==> config.mk <==
export PLATFORM = sky130hd
export DESIGN_NAME = memory_control
export DESIGN_NICKNAME = d
export VERILOG_FILES = /design/src/rtl/memory_control.sv
export SDC_FILE = /design/constraint.sdc
export NUM_CORES = 1
export LEC_CHECK = 0
export ABC_AREA = 1
export ABC_CLOCK_PERIOD_IN_PS = 3850
export BUFFER_PORTS_ARGS = -buffer_cell sky130_fd_sc_hd__buf_2
export CAP_MARGIN = 20
export CORE_ASPECT_RATIO = 0.9
export CORE_MARGIN = 3
export CORE_UTILIZATION = 30
export CTS_CLUSTER_SIZE = 12
export DETAILED_ROUTE_END_ITERATION = 6
export SLEW_MARGIN = 20
export SYNTH_ARGS = -nofsm -noshare
export SYNTH_HDL_FRONTEND = slang
export SYNTH_SLANG_ARGS = --single-unit
==> constraint.sdc <==
create_clock -name CLK -period 3.85 [get_ports CLK]
set_input_delay 0.385 -clock CLK [delete_from_list [all_inputs] [get_ports CLK]]
set_output_delay 0.385 -clock CLK [all_outputs]
set_load 0.03 [all_outputs]
==> src/rtl/memory_control.sv <==
// Single-ported memory responder: arbitrates data/instruction requests onto one fixed-latency RAM port.
// Optional MEMCTL_STATS_EN adds hit/abort counters (icount, dcount, abortcount).
module memory_control #(
    parameter int LAT = 2
) (
    input  logic        CLK,
    input  logic        RST,
    input  logic        iREN,
    input  logic [31:0] iaddr,
    input  logic        dREN,
    input  logic        dWEN,
    input  logic [31:0] daddr,
    input  logic [31:0] dstore,
    output logic        ihit,
    output logic [31:0] iload,
    output logic        dhit,
    output logic [31:0] dload,
    output logic        ramREN,
    output logic        ramWEN,
    output logic [31:0] ramaddr,
    output logic [31:0] ramstore,
    input  logic [31:0] ramload
`ifdef MEMCTL_STATS_EN
    ,
    output logic [31:0] icount,
    output logic [31:0] dcount,
    output logic [15:0] abortcount
`endif
);

    typedef enum logic [1:0] {IDLE, BUSY, RESP} state_t;
    typedef enum logic [1:0] {ACC_NONE, ACC_IR, ACC_DR, ACC_DW} acc_t;

    localparam logic [3:0] CNT_INIT = 4'(LAT - 1);

    state_t      state, state_n;
    acc_t        acc, acc_n;
    logic [3:0]  cnt, cnt_n;
    logic [31:0] addr_q, addr_n;
    logic [31:0] store_q, store_n;
    logic [31:0] load_q, load_n;
    logic        abort;
    logic        busy;

    always_ff @(posedge CLK or posedge RST) begin
        if (RST) begin
            state   <= IDLE;
            acc     <= ACC_NONE;
            cnt     <= '0;
            addr_q  <= '0;
            store_q <= '0;
            load_q  <= '0;
        end else begin
            state   <= state_n;
            acc     <= acc_n;
            cnt     <= cnt_n;
            addr_q  <= addr_n;
            store_q <= store_n;
            load_q  <= load_n;
        end
    end

    always_comb begin
        state_n = state;
        acc_n   = acc;
        cnt_n   = cnt;
        addr_n  = addr_q;
        store_n = store_q;
        load_n  = load_q;
        abort   = 1'b0;
        case (state)
            IDLE: begin
                // dWEN wins over dREN, so a simultaneous read+write is a write
                if (dWEN || dREN || iREN) begin
                    state_n = BUSY;
                    cnt_n   = CNT_INIT;
                    store_n = dstore;
                    if (dWEN) begin
                        acc_n  = ACC_DW;
                        addr_n = daddr;
                    end else if (dREN) begin
                        acc_n  = ACC_DR;
                        addr_n = daddr;
                    end else begin
                        acc_n  = ACC_IR;
                        addr_n = iaddr;
                    end
                end
            end
            BUSY: begin
                // reads are dropped when their requestor lets go; writes always finish
                if ((acc == ACC_IR && !iREN) || (acc == ACC_DR && !dREN && !dWEN)) begin
                    abort   = 1'b1;
                    state_n = IDLE;
                end else if (cnt == 4'd0) begin
                    load_n  = ramload;
                    state_n = RESP;
                end else begin
                    cnt_n = cnt - 4'd1;
                end
            end
            RESP:    state_n = IDLE;
            default: state_n = IDLE;
        endcase
    end

    assign busy     = (state == BUSY);
    assign ramREN   = busy && (acc == ACC_IR || acc == ACC_DR);
    assign ramWEN   = busy && (acc == ACC_DW);
    assign ramaddr  = busy ? addr_q : '0;
    assign ramstore = busy ? store_q : '0;
    assign ihit     = (state == RESP) && (acc == ACC_IR);
    assign dhit     = (state == RESP) && (acc == ACC_DR || acc == ACC_DW);
    assign iload    = load_q;
    assign dload    = load_q;

`ifdef MEMCTL_STATS_EN
    always_ff @(posedge CLK or posedge RST) begin
        if (RST) begin
            icount     <= '0;
            dcount     <= '0;
            abortcount <= '0;
        end else begin
            if (ihit)  icount     <= icount + 32'd1;
            if (dhit)  dcount     <= dcount + 32'd1;
            if (abort) abortcount <= abortcount + 16'd1;
        end
    end
`endif

endmodule

==> summary.txt <==
Placement
  • Post-place setup slack: 1.38 ns
  • Gpl congestion: about 0.76
  • DP HPWL: 10500 um
  • Port Buffers: 264
  • DP Cell Count: 1092

Yosys
  • Netlist cell types: 19
  • Mapped Nets: 822
  • Area leader, netlist: dfrtp_1
  • Sequential fraction of the synthesis area: 50.4%
  • Mapped Area: 5160 um2
  • Post-synth top area share: 50.4%
  • Post-synthesis register bit count: 104
  • Synth Instances: between 600 and 700
  • Syn avg cell area: 7.54 um2
  • Warnings from Yosys: 0
  • Synth top area cells: dfrtp_1, nand2_1, o21ai_0

Clocking
  • Num Clock Sinks: 104
  • Clock buffer count from CTS: 9
  • H-Tree Depth: 3
  • Post-CTS setup buffers: 0
  • TritonCTS clock tree: yes
  • Post-CTS sizing: 0
  • Clk Latency, worst-skew pair: 0.35 ns
  • Max clock buf depth: 2
  • Cts hold-fix bufs: 0
  • Worst-path clk slew: 0.07 ns
  • Root buf cell: clkbuf_16

Final layout
  • Ant diodes: 0
  • Layout cells sized above 1: between 30% and 40%
  • Register area: roughly 2600 um2
  • Final Util: between 40 and 50%
  • Fillers: between 1.5k and 2k
  • Layout Area Growth over Synthesis: 29.0%
  • # nets final: 1034
  • Final Non-Filler Cells: 1108
  • Multi-input gate area: 1840 um2

Die
  • Top Ports: between 200 and 300
  • Die Span Y: 130 um
  • Initial Utilization: 31.2%
  • Full die area: 18800 um2
  • Core area: 16500 um2
  • Chip Width: approximately 140 um
  • Standard-cell rows: 44

Critical path
  • Crit path launch: state[0]
  • Slowest library cell on the worst path: nand2_2
  • Largest delay share family, worst path: simple AND/OR/NAND/NOR gates
  • Reg-to-Reg End: dload[1]
  • Startpoint types: register
  • Critical path arrival: 2.08 ns
  • Worst Path Buf+Inv: 2
  • CP Cell Sequence: nand2_2 > buf_4 > nor2_1 > buf_2
  • Crit path capture: ramaddr[2]
  • Critical Path RT: 3.46 ns
  • Worst reg2reg path depth: 7
  • R2r setup slk: between 1 and 1.5 ns
  • Crit end category: output port
  • Largest stage delay, worst path: 0.62 ns
  • Crit-path max FO: 42
  • Critical path type: reg -> out
  • WP depth: 4
  • R2R Path Start: state[1]

Power and ir drop
  • Part of the power in registers: 28.3%
  • Combinational Power Share: between 50% and 60%
  • Post-layout power: 6.56 mW
  • Sw Ratio: 52.5%
  • Lkg Pwr: 3.86 nW
  • Clk pwr share: between 10 and 15%
  • Sw Pwr: about 3.4 mW
  • VDD IR max: 564 uV
  • Internal power contribution: 3.12 mW
  • PwrDens: 986 nW/um2

Global routing
  • Pin count of the biggest net entering global routing: 56
  • Initial antenna violation count: 0
  • Global route overflow: 0
  • Number of global-route vias before repair: ~4.4k
  • GRT Util Overall: 14.6%
  • Global-route wire length before repair: 21700 um

Timing
  • Final period utilization: 64.1%
  • Final setup violation count: 0
  • Pins Over Slew Limit: 0
  • Unrepaired setup endpoints after global routing: no
  • Final WS setup: 1.38 ns
  • Relative slew slack: between 40% and 50%
  • Minimum clock period: 2.47 ns
  • TNS Setup: 0 ns
  • Setup Skew: 0.00543 ns
  • Slew of the pin with the lowest slew margin: 0.833 ns
  • Final Hold Viols: 0
  • Fmax achieved: roughly 0.4 GHz

Route
  • Post-route DRC: 0
  • Post-Route WL: 13900 um
  • Via density: 4.28
  • Vias after detailed routing: between 4k and 5k
  • Routed WL per cell: 12.6 um
  • DRT antenna net count: 0
  • Drt first pass iters: 4
  • Starting DRT DRC Count: 196

Job
  • Max-capacitance violation count: 0

Worst hold path
  • Worst hold-check path type: in -> async

Status
  • Outcome: complete, no violations
[worst min-delay path by stage]
stage / from / to / slack (ns) / cells past startpoint
floorplan: store_q[0] / store_q[0] / 0.49 / 2
global placement: dload[18] / dload[18] / 0.48 / 2
detailed placement: dload[13] / dload[13] / 0.48 / 2
CTS: RST / dload[20] / 0.13 / 2
global route: RST / dload[24] / 0.16 / 2
finish: RST / dload[27] / 0.12 / 2
[worst register-to-register path, delay by kind of cell (launching register included)]
family	cells	cell delay, ns
AND/OR/NAND/NOR	5	1.33
buffers and inverters	2	0.65
flip-flops	1	0.38
[logic make-up (layout without fill, tap and decap cells)]
logic type,count (synthesis),in the layout,share of synthesized area (%)
AO/OA/AOI/OAI,102,102,9.97
XOR/XNOR,1,1,0.170
adder cells (fa/ha/maj),5,5,1.21
buffers and inverters,145,362,14.2
flip-flops,104,104,50.4
AND/OR/NAND/NOR,327,327,24.0
[flip-flops by register name, summed over array words and instances (netlist names)]
| register | count |
|---|---|
| cnt | 4 |
| acc | 2 |
| addr_q | 32 |
| dload | 32 |
| store_q | 32 |
| state | 2 |
[placed cells by master, fill, tap and decap left out]
cell and n:
nand2_1 240, inv_1 75, dfrtp_1 104, nor2_2 1, nand2_2 2, nand3_1 4
ha_1 5, a21oi_1 1, clkbuf_1 1, nand2_4 1, o21ai_1 11, clkbuf_16 9
or2_2 1, buf_12 1, inv_2 1, clkinvlp_4 4, xnor2_1 1, inv_6 1
o21ai_0 89, a21oi_2 1, buf_4 4, inv_4 1, bufinv_16 1, nor2_1 78
buf_2 264
[final cells by class]
class	instances	area share, %
clock inverter	6	1.03
tap	207	3.89
multi-input combinational	435	27.6
clock buffer	10	3.44
sequential	104	39.1
inverter	77	4.38
timing repair buffer	269	20.6
[per-stage QoR]
stage	area [um2]	hold WS [ns]
final	6660	0.116
after global routing	6660	0.158
after CTS	6660	0.133
after detailed placement	6360	0.482
after global placement	6360	0.478
after floorplan	5160	0.486
[power by group through the flow]
stage	sequential, mW	clock (mW)	combinational (mW)
finish	1.86	0.917	3.79
global placement	1.86	0	3.83
floorplan	2.13	0	2.76
CTS	1.86	0.957	3.85
detailed placement	1.88	0	3.84
global route	1.92	0.994	4.24
[layer usage]
metal | wire [um] | up-vias | track usage (%)
li1 | - | 2455 | -
met3 | 1140 | 16 | 3.97
met2 | 6170 | 188 | 22.8
met1 | 6370 | 2078 | 19.7
met5 | 0 | - | 0
met4 | 239 | 0 | 4.66
[cells in the mapped netlist (all sizes together)]
cell / count
nand2: 243
dfrtp: 104
o21ai: 100
nor2: 79
inv: 77
buf: 54
clkbuf: 14
ha: 5
nand3: 4
a21oi: 2
or2: 1
xnor2: 1
Note: power is estimated with default switching activity, not from simulation.
